**src/rtl/enable_period_monitor.sv**
```systemverilog
// Measures the cycle interval between single-cycle enable strobes, declares lock after
// LOCK_COUNT consecutive in-window periods, and raises a sticky error on a bad or missing strobe.
module enable_period_monitor #(
  parameter int EXPECTED_PERIOD = 51,
  parameter int TOLERANCE       = 1,
  parameter int LOCK_COUNT      = 4,
  parameter int CNT_W           = 16
) (
  input  logic             clk,
  input  logic             rst,
  input  logic             i_en,
  input  logic             i_clr_err,
  output logic [CNT_W-1:0] o_period,
  output logic             o_period_valid,
  output logic             o_locked,
  output logic             o_err,
  output logic [1:0]       o_dbg_state
);

  localparam int GOOD_W = (LOCK_COUNT < 2) ? 1 : $clog2(LOCK_COUNT + 1);
  localparam logic [CNT_W-1:0]  WIN_LO    = CNT_W'(EXPECTED_PERIOD - TOLERANCE);
  localparam logic [CNT_W-1:0]  WIN_HI    = CNT_W'(EXPECTED_PERIOD + TOLERANCE);
  localparam logic [CNT_W-1:0]  CNT_MAX   = {CNT_W{1'b1}};
  localparam logic [GOOD_W-1:0] GOOD_LAST = GOOD_W'(LOCK_COUNT - 1);

  typedef enum logic [1:0] {
    S_IDLE    = 2'd0,
    S_ACQUIRE = 2'd1,
    S_LOCKED  = 2'd2
  } state_e;

  state_e            state_q, state_d;
  logic [CNT_W-1:0]  cnt_q, cnt_d;
  logic [GOOD_W-1:0] good_q, good_d;
  logic [CNT_W-1:0]  period_q, period_d;
  logic              valid_q, valid_d;
  logic              locked_q, locked_d;
  logic              err_q, err_d;
  logic              err_set;
  logic              in_window;
  logic              timeout;

  // o_period_valid is a one-cycle pulse with no backpressure: a consumer must capture
  // o_period in the cycle o_period_valid is high; o_period holds until the next pulse.
  always_comb begin
    state_d   = state_q;
    cnt_d     = cnt_q;
    good_d    = good_q;
    period_d  = period_q;
    valid_d   = 1'b0;
    err_set   = 1'b0;
    in_window = (cnt_q >= WIN_LO) && (cnt_q <= WIN_HI);
    timeout   = (cnt_q == WIN_HI) && !i_en;

    if (i_en) begin
      cnt_d = CNT_W'(1);
    end else if ((state_q != S_IDLE) && (cnt_q != CNT_MAX)) begin
      cnt_d = cnt_q + 1'b1;
    end

    case (state_q)
      S_IDLE: begin
        if (i_en) begin
          state_d = S_ACQUIRE;
          good_d  = '0;
        end
      end
      S_ACQUIRE: begin
        if (i_en) begin
          period_d = cnt_q;
          valid_d  = 1'b1;
          if (in_window) begin
            if (good_q == GOOD_LAST) begin
              state_d = S_LOCKED;
              good_d  = '0;
            end else begin
              good_d = good_q + 1'b1;
            end
          end else begin
            good_d = '0;
          end
        end else if (timeout) begin
          state_d = S_IDLE;
        end
      end
      S_LOCKED: begin
        if (i_en) begin
          period_d = cnt_q;
          valid_d  = 1'b1;
          if (!in_window) begin
            err_set = 1'b1;
            state_d = S_ACQUIRE;
            good_d  = '0;
          end
        end else if (timeout) begin
          err_set = 1'b1;
          state_d = S_IDLE;
        end
      end
      default: state_d = S_IDLE;
    endcase

    // A fresh error beats a simultaneous clear request.
    err_d    = err_set | (err_q & ~i_clr_err);
    locked_d = (state_d == S_LOCKED);
  end

  always_ff @(posedge clk or posedge rst) begin
    if (rst) begin
      state_q  <= S_IDLE;
      cnt_q    <= '0;
      good_q   <= '0;
      period_q <= '0;
      valid_q  <= 1'b0;
      locked_q <= 1'b0;
      err_q    <= 1'b0;
    end else begin
      state_q  <= state_d;
      cnt_q    <= cnt_d;
      good_q   <= good_d;
      period_q <= period_d;
      valid_q  <= valid_d;
      locked_q <= locked_d;
      err_q    <= err_d;
    end
  end

  assign o_period       = period_q;
  assign o_period_valid = valid_q;
  assign o_locked       = locked_q;
  assign o_err          = err_q;
  assign o_dbg_state    = state_q;

endmodule

```
**config.mk**
```make
export PLATFORM = sky130hd
export DESIGN_NAME = enable_period_monitor
export DESIGN_NICKNAME = d
export VERILOG_FILES = /design/src/rtl/enable_period_monitor.sv
export SDC_FILE = /design/constraint.sdc
export NUM_CORES = 1
export LEC_CHECK = 0
export ABC_AREA = 1
export CORE_MARGIN = 10
export CORE_UTILIZATION = 59
export CTS_CLUSTER_DIAMETER = 30
export CTS_CLUSTER_SIZE = 8
export DETAILED_ROUTE_END_ITERATION = 16
export GPL_TIMING_DRIVEN = 0
export PLACE_DENSITY_LB_ADDON = 0.08
export SYNTH_ARGS = -nofsm -noshare
export SYNTH_HDL_FRONTEND = slang
export SYNTH_SLANG_ARGS = --single-unit
```
**constraint.sdc**
```tcl
create_clock -name clk -period 3.46 [get_ports clk]
set_input_delay 0.865 -clock clk [delete_from_list [all_inputs] [get_ports clk]]
set_output_delay 0.865 -clock clk [all_outputs]
set_load 0.02 [all_outputs]
```
Word level (Yosys, flattened, before mapping)
Index checks and enable logic that the tools add are counted.
{"block": "totals", "elab_cells": 58, "ff_bits": 40, "in_bits": 4}
{"block": "classes", "n_lt_le_gt_ge": 2, "reduce_logical": 11, "n_bitwise": 3, "n_addsub": 2, "n_eq_ne": 10, "muxes": 23}
{"op": "$mux 16", "count": 2}
{"op": "$mux 3", "count": 6}
{"op": "$add 16x1->16 const B", "count": 1}
{"op": "$eq 16x6->1 const B", "count": 1}
{"op": "$ge 16x6->1 const B", "count": 1}
{"op": "$le 16x6->1 const B", "count": 1}
{"op": "$ne 16x16->1 const B", "count": 1}
{"op": "$mux 2", "count": 7}
{"op": "$pmux 3 s3", "count": 1}
{"op": "$ne 2x2->1 const B", "count": 4}
{"op": "$mux 1", "count": 6}
{"op": "$pmux 2 s3", "count": 1}
{"op": "$reduce_and 5->1", "count": 1}
{"op": "$eq 2x2->1 const B", "count": 2}
{"op": "$reduce_bool 2->1", "count": 2}
{"op": "$add 3x1->3 const B", "count": 1}
{"op": "$eq 3x2->1 const B", "count": 1}
{"op": "$logic_and 1x1->1", "count": 3}
{"op": "$reduce_bool 3->1", "count": 1}
{"op": "$eq 2x1->1 const B", "count": 1}
{"op": "$logic_not 2->1", "count": 1}
{"op": "$reduce_and 2->1", "count": 1}
{"op": "$reduce_or 2->1", "count": 1}
{"op": "$and 1x1->1", "count": 1}
{"op": "3 further kinds", "count": 3}

Longest topological paths before layout
{"block": "logic_depth", "ltp_word": 6, "mapped_depth": 13, "mapped_depth_nobuf": 13}

Worst setup path before layout
Ideal clock, no wire load.
{"block": "synth_timing", "kind": "input port to flip-flop", "from": "input i_en", "to": "register locked_q (netlist: o_locked)", "stages": 8, "required_time_ns": 3.343, "arrival_ns": 1.759, "path_slack_ns": 1.584, "setup_ns": 0.117, "n_path_buf": 1, "path_cell_list": "buf_2 clkinv_1 nand3_1 nand2_1 nor2_1 o21ai_0 nand3_1 nor2_1"}
{"block": "synth_between", "elab_chain_len": 6, "elab_cells_between_ends": 8, "classes_between": "eq/ne (1); mux (5); reduce/logical (2)"}
{"item": "from (decl)", "line_no": "11", "text": "input logic i_en,"}
{"item": "$logic_not 1->1", "line_no": "53", "text": "timeout = (cnt_q == WIN_HI) && !i_en;"}
{"item": "$logic_and 1x1->1", "line_no": "53"}
{"item": "$mux 2", "line_no": "82, 95"}
{"item": "$mux 2, on equally long branches", "line_no": "87, 69"}
{"item": "$pmux 2 s3 *", "line_no": "61", "text": "case (state_q)"}
{"item": "$eq 2x2->1 *", "line_no": "105", "text": "locked_d = (state_d == S_LOCKED);"}
{"item": "via locked_d", "line_no": "37", "text": "logic locked_q, locked_d;"}
{"item": "to (signal assigned)", "line_no": "123", "text": "locked_q <= locked_d;"}
{"item": "to (decl)", "line_no": "37"}
Mark *: on every way through the listed nets, which the timed path passes. The rest lies on a longest branch.
A chain may end at the register's enable or synchronous reset.

Final worst setup path
{"block": "layout_timing", "from": "register state_q[1] (netlist: o_dbg_state[1])", "to": "output o_dbg_state[1]"}
{"item": "from (decl)", "line_no": "32", "text": "state_e state_q, state_d;"}
{"item": "from (signal assigned)", "line_no": "118", "text": "state_q <= state_d;"}
{"item": "to (decl)", "line_no": "17", "text": "output logic [1:0] o_dbg_state"}
No word-level cell between the ends.

==> impl_metrics.ini <==
[synth]
synth_seq_area_share_pct = 46.1
syn_inst = 282
avgSynthCellArea_um2 = 7.69
synth_nets = 293
synth_area_mm2 = 0.00217
yosys_warnings = 0
synth_cell_types = 31
ys_ff_latch = 40

[layout]
fill_cells = 272
diodes = 0
final_layout_size_suffix_gt1_share_pct = 9.27
fin_nets = 323
ff_latch_area_mm2 = 0.00100
multi_input_comb_area_um2 = 987
synthToLayoutAreaGrowth_pct = 17.5

[sta]
maxSlewHeadroom_pct = 46.6
tightest_slew_ns = 0.800
drv_slew = 0
setup_violations = 0
hold_viol = 0
rsz0062_at_grt = false
finalClockSkew_ns = 0.00590
fin_crit_sh_pct = 66.1
period_minus_slack_ns = 2.29
fmax_ghz = 0.438
finalSetupTns_ns = 0

[power]
leakage_nw = 1.20
ir_worst_vdd_v = 0.000299
p_per_area_mw_per_mm2 = 485
power_mw = 1.24

[grt]
track_usage_pct = 15.1
met1_usage_pct = 18.0
grt_pass1_wl_um = 7910
antenna_found_initial = 0
met2_usage_pct = 25.2
gr-total-overflow = 0
grt-busiest-layer = met2
grt_max_degree = 41
gr-usage-met3_pct = 4.68
grt_pass1_vias = 1799

[routing]
drc = 0
vias = 1921
routed_wl_um = 4680
postRouteAntennaNets = 0
drt_iter0_markers = 126
viasPerCell = 5.35
wl_per_cell_um = 13.0
drt-pass1-iter-count = 6

[hold_path]
min_from = o_period[4]$_DFFE_PP0P_
min-delay-path-class = reg2reg

[worst_setup_path]
cp-start-kind = register
cp_slowest_cell = clkdlybuf4s50_1
r2r-start = cnt_q[0]$_DFFE_PP0P_
startpoint = o_dbg_state[1]$_DFF_PP0_
cp_top_family = buffers and inverters
endpoint_kind = output port
max_stage_delay_ns = 0.66
r2r_slack_ns = 1.48
critical_path_class = reg2out
crit_fanout = 7
path_buf_inv = 1
required_ns = 2.59
crit_chain = clkdlybuf4s50_1
arrival_ns = 1.42

[clock_tree]
hold_buffers = 0
cts_resized = 0
cts_buffers = 5
htreeDepth = 2
cts_tree = built
post_cts_buffers = 0
clock-root-buffer = clkbuf_8
clock_sinks = 40
insertion_delay_ns = 0.29
cts_buffer_depth = 2
clkTransAtPathRegs_ns = 0.08

[status]
status = finished, final reports clean

[floorplan]
initial_core_util_pct = 63.0
rows = 21
die_area_mm2 = 0.00650
io_pins = 25
core_region_area_mm2 = 0.00344
die_y_um = 80.6
fp.dieW_um = 80.6

[job]
maxCapViolations = 0

[placed_design]
gp_congestion = 0.965
hpwl_um = 3600
portBuffers = 23
## through the flow
step	area, µm²	util, %	std cells	hold slack (ns)	worst slack, ns
after detailed placement	2460	71.4	351	0.473	1.33
after CTS	2550	74.1	359	0.491	1.15
after global routing	2550	74.1	359	0.504	1.09
after floorplan	2170	-	282	0.457	1.58
after global placement	2460	71.4	351	0.466	0.865
final	2550	74.1	359	0.486	1.17
## synthesized netlist by cell type
library cell  number  area, µm²
a21oi_1            8       40.0
a21oi_2            1       8.76
a22oi_1            1       7.51
a31oi_1            2       12.5
buf_12             1       20.0
buf_2              2       10.0
clkbuf_1           3       11.3
clkinv_1           1       3.75
dfrtp_1           40       1000
ha_1               7       87.6
inv_1             31        116
inv_2              3       11.3
inv_6              1       8.76
nand2_1           74        278
nand2_2            1       6.26
nand2_4            2       22.5
nand3_1           15       75.1
nand3_2            2       20.0
nand3b_1           2       15.0
nand4_1            4       25.0
nor2_1            38        143
nor2_2             3       18.8
nor2_4             1       11.3
nor3_1             3       15.0
nor3_2             1       10.0
nor3b_1            1       7.51
o21a_1             1       7.51
o21ai_0           27        135
o21ai_1            3       15.0
o21ai_2            2       17.5
xor2_1             1       8.76
## report_power, final
part / switching (mW) / internal (mW)
Clock: 0.160 / 0.159
Combinational: 0.237 / 0.141
Sequential: 0.0357 / 0.505
## final timing paths
kind	to	cells past startpoint
setup reg to reg	cnt_q[12]$_DFFE_PP0P_	11
max in group asynchronous	cnt_q[4]$_DFFE_PP0P_	2
hold reg to reg	o_period[4]$_DFFE_PP0P_	2
setup / recovery	o_dbg_state[1]	1
min in group asynchronous	o_period[0]$_DFFE_PP0P_	2
hold / removal	o_period[4]$_DFFE_PP0P_	2
## state kept, by name, indices dropped and copies added (netlist names)
name,count
o_period_valid,1
o_period,16
o_dbg_state,2
cnt_q,16
o_err,1
good_q,3
o_locked,1
## layout make-up
cell class	count	area share (%)
inverters	36	5.50
flip-flops and latches	40	39.3
clock buffers	6	3.24
clock inverters	2	0.393
repair buffers	23	9.03
multi-input cells	200	38.7
plain buffers	6	1.62
well taps	46	2.26
## routing by layer
metal	share of wire [%]	vias to the layer above
li1	-	956
met1	44	896
met2	45	64
met3	9.9	5
met4	1.1	0
met5	0	-
## logic make-up (layout without fill, tap and decap cells)
family | count (synthesis) | count (layout) | synth area share (%)
simple gates | 147 | 147 | 29.8
flops | 40 | 40 | 46.1
xor+xnor | 1 | 1 | 0.404
fa+ha+maj | 7 | 7 | 4.04
buf+inv | 42 | 73 | 8.36
compound gates | 45 | 45 | 11.2
## cell usage in the layout, fill, tap and decap left out, types with 2 or more instances in the layout
| cell type | n |
|---|---|
| nand3_2 | 2 |
| o21ai_2 | 2 |
| clkdlybuf4s50_1 | 23 |
| o21ai_0 | 27 |
| clkbuf_1 | 3 |
| nand3b_1 | 2 |
| inv_2 | 4 |
| nor2_2 | 3 |
| nor2_1 | 38 |
| nor3_1 | 3 |
| nand4_1 | 4 |
| nand2_4 | 2 |
| a21oi_1 | 8 |
| dfrtp_1 | 40 |
| ha_1 | 7 |
| o21ai_1 | 3 |
| nand3_1 | 15 |
| nand2_1 | 74 |
| clkinv_2 | 2 |
| inv_1 | 30 |
| a31oi_1 | 2 |
| buf_2 | 2 |
| clkbuf_8 | 6 |
Note: power is estimated with default switching activity, not from simulation.
==> variant 1, RTL diff (config.mk and constraints unchanged) <==
Set the parameter `EXPECTED_PERIOD` to 32 (it was 51).
--- a/src/rtl/enable_period_monitor.sv
+++ b/src/rtl/enable_period_monitor.sv
@@ -3,3 +3,3 @@
 module enable_period_monitor #(
-  parameter int EXPECTED_PERIOD = 51,
+  parameter int EXPECTED_PERIOD = 32,
   parameter int TOLERANCE       = 1,
Formal check against the unedited RTL: same outputs for any inputs over 10 cycles, from zero or initial values and one cycle with rst high; that may be too few to reach the edited logic, so the function may still have changed.
==> variant 1 against the original RTL <==
Area after synthesis fell by 3.3%. Cell area down 3.1%. Routed wire length shrank 8.5%. Sequential cell count stayed put. Setup slack worse by 0.059 ns. Sequential power shrank 0.9%. Sequential share of layout area up 1.3 points. Worst hold slack improved by 0.0046 ns. Total power down 4.7%. Global-route usage fell by 0.11 points. Core utilization is 1.2 points lower. Largest cell class unchanged.
==> variant 1: results (changes against the original RTL) <==
** Power and ir drop
- Net Switching :: 407 uW (-6.0%)
- The standby leakage power was 1.11 nW (-7.7%).
- Worst IR Drop VDD :: 0.000290 V (-3.0%)

** Yosys
- The number of nets in the synthesized netlist is 271 (-7.5%).
- Ranked by instance count, the synthesized netlist is headed by sky130_fd_sc_hd__nand2_1, sky130_fd_sc_hd__dfrtp_1, sky130_fd_sc_hd__inv_1, sky130_fd_sc_hd__o21ai_0, sky130_fd_sc_hd__nor2_1.
- Part of the Yosys area used for sequential elements :: 47.7% (+1.6 points)
- Synth async-reset ratio :: 100% (unchanged)
- Biggest area contributors in the synthesized netlist :: sky130_fd_sc_hd__dfrtp_1, sky130_fd_sc_hd__nand2_1, sky130_fd_sc_hd__o21ai_0, sky130_fd_sc_hd__inv_1, sky130_fd_sc_hd__ha_1
- Distinct cells, synth :: 27 (-13%)

** Place
- The final weighted congestion in routability-driven placement is 0.854 (-11%).
- The total half-perimeter wirelength after legalization and detailed placement was 3340 um (-7.3%).
- Post-place setup slack :: 1.06 ns (-0.270 ns)
- Total cell area at the placement stage :: 0.00239 sq mm (-2.5%)
- The count of port buffers added during placement is 24 (+4.3%).

** Global routing
- GRT Resource Usage Total :: 15.0% (-0.11 points)
- The met1 usage in global routing came to 18.3% (+0.33 points).
- The met2 usage came to 24.1% (-1.1 points).
- The via count of the first global-routing pass is 1695 (-5.8%).
- The met3 global-route usage was 4.95% (+0.28 points).
- The wire length of the first global-routing pass came to 7630 um (-3.6%).

** STA
- Max-slew headroom at the worst pin :: 46.8% (+0.19 points)
- The worst-case hold slack came to 0.490 ns (+0.00461 ns).
- Clock Skews :: 0.00793 ns (+0.00203 ns)

** Route
- The routed length on met2 was 2000 um (-5.5%).
- The met3 wire length was 335 um (-28%).
- The vias after detailed routing is 1770 (-7.9%).
- The average wire per cell in the routed design came to 12.7 um (-2.6%).
- Count of TritonRoute iterations in the first routing pass :: 4 (-2)
- The routed length on met1 came to 1900 um (-7.4%).
- The violation count after the first detailed-route iteration was 113 (-10%).

** Clock network
- Max Buffers Root-to-Sink :: 2 (unchanged)
- The clock slew at the register clock pins of the worst setup and hold paths came to 0.12 ns (+0.04 ns).
- Buffer count from post-CTS setup fixing :: 0 (unchanged)
- The clock insertion delay at the later pin of the skew report was 0.36 ns (+0.07 ns).
- Cell chosen for the clock root :: sky130_fd_sc_hd__clkbuf_4

** Hold path
- The path with the worst hold slack has its endpoint at o_period[10].
- The startpoint identified for the worst hold timing path is o_period[10].

** Worst setup path
- Worst EP arrival :: 1.48 ns (+0.06 ns)
- Flop2flop setup slack :: 1.63 ns (+0.15 ns)
- In this run the critical register-to-register path is captured at o_dbg_state[0].

** Status
- The run finished with clean final reports.

** Layout
- The fraction of final layout cells with drive strength greater than 1 came to 10.7% (+1.4 points).
- The final net count came to 302 (-6.5%).
==> variant 1: cell type report <==
cell class                      count  area [sq um]
Sequential cell                    40          1000
Multi-Input combinational cell    175           926
Fill cell                         272           918
Timing Repair Buffer               24           240
Inverter                           39           149
Tap cell                           46          57.6
Clock buffer                        6          41.3
Clock inverter                      2          35.0
Buffer                              5          21.3
==> variant 1: logic make-up after synthesis <==
group	Yosys count	share of synthesized area, %
xor gates and xnor gates	2	0.835
DFF	40	47.7
buffers and inverters	44	8.11
and+or+nand+nor	114	25.8
adders and majority gates	8	4.77
AOI/OAI and AO/OA	51	12.8
==> variant 1: worst max-delay path by stage <==
stage / start / endpoint / slack (ns) / cells after the start
final: o_dbg_state[1] / o_dbg_state[1] / 1.12 / 1
after global routing: o_dbg_state[1] / o_dbg_state[1] / 1.02 / 1
after CTS: o_dbg_state[1] / o_dbg_state[1] / 1.10 / 1
after detailed placement: i_en / o_locked / 1.06 / 10
after global placement: rst / cnt_q[9] / 0.87 / 2
after floorplan: rst / cnt_q[0] / 1.68 / 1
==> variant 1: power groups by stage <==
stage / clock network, mW / logic (mW) / registers [mW]
after detailed placement: 0 / 0.341 / 0.545
after global routing: 0.333 / 0.389 / 0.541
after CTS: 0.307 / 0.345 / 0.535
final: 0.303 / 0.341 / 0.535
after global placement: 0 / 0.328 / 0.543
after floorplan: 0 / 0.196 / 0.569
==> variant 1: through the flow <==
stage	utilization, %	instances
5_1_grt	72.9	337
6_report	72.9	337
4_1_cts	72.9	337
2_1_floorplan	-	259
3_5_place_dp	70.7	329
3_3_place_gp	70.7	329
==> variant 1: worst min-delay path, stage by stage, from the launching register on <==
cell                      delay [ns]
sky130_fd_sc_hd__dfrtp_1        0.36
sky130_fd_sc_hd__nand2_1        0.05
sky130_fd_sc_hd__o21ai_0        0.05
==> variant 2, RTL diff (same flow settings) <==
Made on the original files. Make the reset (`rst`) synchronous in one clocked block.
--- a/src/rtl/enable_period_monitor.sv
+++ b/src/rtl/enable_period_monitor.sv
@@ -107,3 +107,3 @@
 
-  always_ff @(posedge clk or posedge rst) begin
+  always_ff @(posedge clk) begin
     if (rst) begin
Check against the original RTL: differs if rst is asserted again (counterexample within 4 cycles, from zero or initial values and one cycle with rst high); with rst held inactive, the same outputs for 10 cycles.
==> variant 2 against the original RTL <==
Routed wire length up 1.8%. Area after synthesis is 8.3% lower. Via count decreased by 2.3%. Fmax down 3.0%. Cell area shrank 7.4%. Setup slack worse by 0.071 ns. Sequential cell count did not move. Critical path type unchanged. Largest cell class is now multi-input gates.
Power is not compared: it rests on default switching activity, and its combinational part moved more than twofold at a synthesized area within 25%.
==> variant 2: results (changes against the original RTL) <==
** Place
- The final weighted congestion in routability-driven placement is 0.938 (-2.8%).
- Total cell area at the placement stage :: 0.00228 sq mm (-7.3%)
- The total half-perimeter wirelength after legalization and detailed placement is 3570 um (-0.85%).
- The number of placed instances with taps included is 350 (-0.28%).

** Layout
- The fraction of final layout cells with drive strength greater than 1 came to 8.33% (-0.93 points).
- Area growth from synthesis to layout :: 18.7%
- Sequential share of cell area :: 33.9% (-5.3 points)
- The number of non-clock buffers in the layout was 31 (+6.9%).
- Signal buf overhead :: 11.4% (+0.75 points)
- The multi-input gate area in the final layout came to 0.00101 sq mm (+2.4%).
- The count of filler cells inserted in the layout was 279 (+2.6%).
- The number of multi-input combinational cells came to 196 (-2.0%).
- The number of ordinary inverters in the final layout came to 37 (+2.8%).
- Area fraction of clock buffers and clock inverters :: 3.55% (-0.080 points)

** Route
- The via count normalized by instance count came to 5.24 (-2.0%).
- Count of TritonRoute iterations in the first routing pass :: 4 (-2)
- Violation count after the first detailed-routing iteration :: 90 (-29%)

** Worst setup path
- The startpoint identified for the worst register-to-register timing path is o_dbg_state[1].
- Tracing the worst setup path back leads to its startpoint at o_dbg_state[0].
- Worst setup path endpoint :: o_dbg_state[0]
- Flop2flop setup slack :: 1.66 ns (+0.18 ns)
- The cell count of the worst reg-to-reg path was 7 (-4).
- In this run the critical register-to-register path is captured at o_period[3].
- The data arrival at the endpoint of the critical path is 1.49 ns (+0.07 ns).
- CP peak stage delay :: 0.66 ns (about the same)

** Yosys
- In the post-synthesis netlist, the biggest area contributors are sky130_fd_sc_hd__dfxtp_1, sky130_fd_sc_hd__nand2_1, sky130_fd_sc_hd__a21oi_1, sky130_fd_sc_hd__o21ai_0, sky130_fd_sc_hd__inv_1.
- Among all flip-flop cells after synthesis, the most frequent one is sky130_fd_sc_hd__dfxtp_1.
- The number of different library cells in the post-synthesis netlist is 26 (-16%).
- The post-synthesis async set-or-reset flop share was 0% (-100 points).
- The gate count of the mapped netlist is 281 (-0.35%).

** Global routing
- GRT Resource Usage Total :: 15.8% (+0.70 points)
- Largest net degree at the start of global routing :: 15 (-63%)
- The wire length of the first global-routing pass is 7940 um (+0.34%).

** STA
- The worst-case hold slack is 0.493 ns (+0.00715 ns).
- The transition time of the tightest slew-check pin is 0.469 ns (-0.331 ns).
- The worst-case setup margin in the final layout is 1.10 ns (-0.0706 ns).
- The worst-case clock skew came to 0.0140 ns (+0.00807 ns).

** Clock network
- Clock insertion delay at the later pin of the skew report :: 0.37 ns (+0.08 ns)
- The clock slew at the register clock pins of the worst setup and hold paths came to 0.13 ns (+0.05 ns).

** Status
- The run finished with clean final reports.

** Floorplanning
- Core footprint :: 0.00328 sq mm (-4.6%)

** Hold path
- Worst Hold Endpoint :: o_err
[variant 2: cell types whose count changed after synthesis, moves of 3 or more]
| cell | delta |
|---|---|
| sky130_fd_sc_hd__dfxtp_1 | +40 |
| sky130_fd_sc_hd__nand2_1 | -23 |
| sky130_fd_sc_hd__inv_1 | +3 |
| sky130_fd_sc_hd__nor2_1 | -7 |
| sky130_fd_sc_hd__a21oi_1 | +24 |
| sky130_fd_sc_hd__dfrtp_1 | -40 |
| sky130_fd_sc_hd__nor3_1 | +5 |
| sky130_fd_sc_hd__clkbuf_1 | +3 |
| sky130_fd_sc_hd__xor2_1 | +3 |
[variant 2: cell families after synthesis]
kind of cell	share of synthesized area [%]
compound gates	15.7
xor+xnor	1.76
fa+ha+maj	5.03
flops	40.3
simple gates	28.3
buf+inv	8.93
[variant 2: metal layers]
layer	wire length, um	up-vias	GRT usage, %
li1	-	970	-
met3	190	7	4.67
met2	2450	32	27.1
met1	2060	868	18.2
met4	62	0	5.73
met5	0	-	0
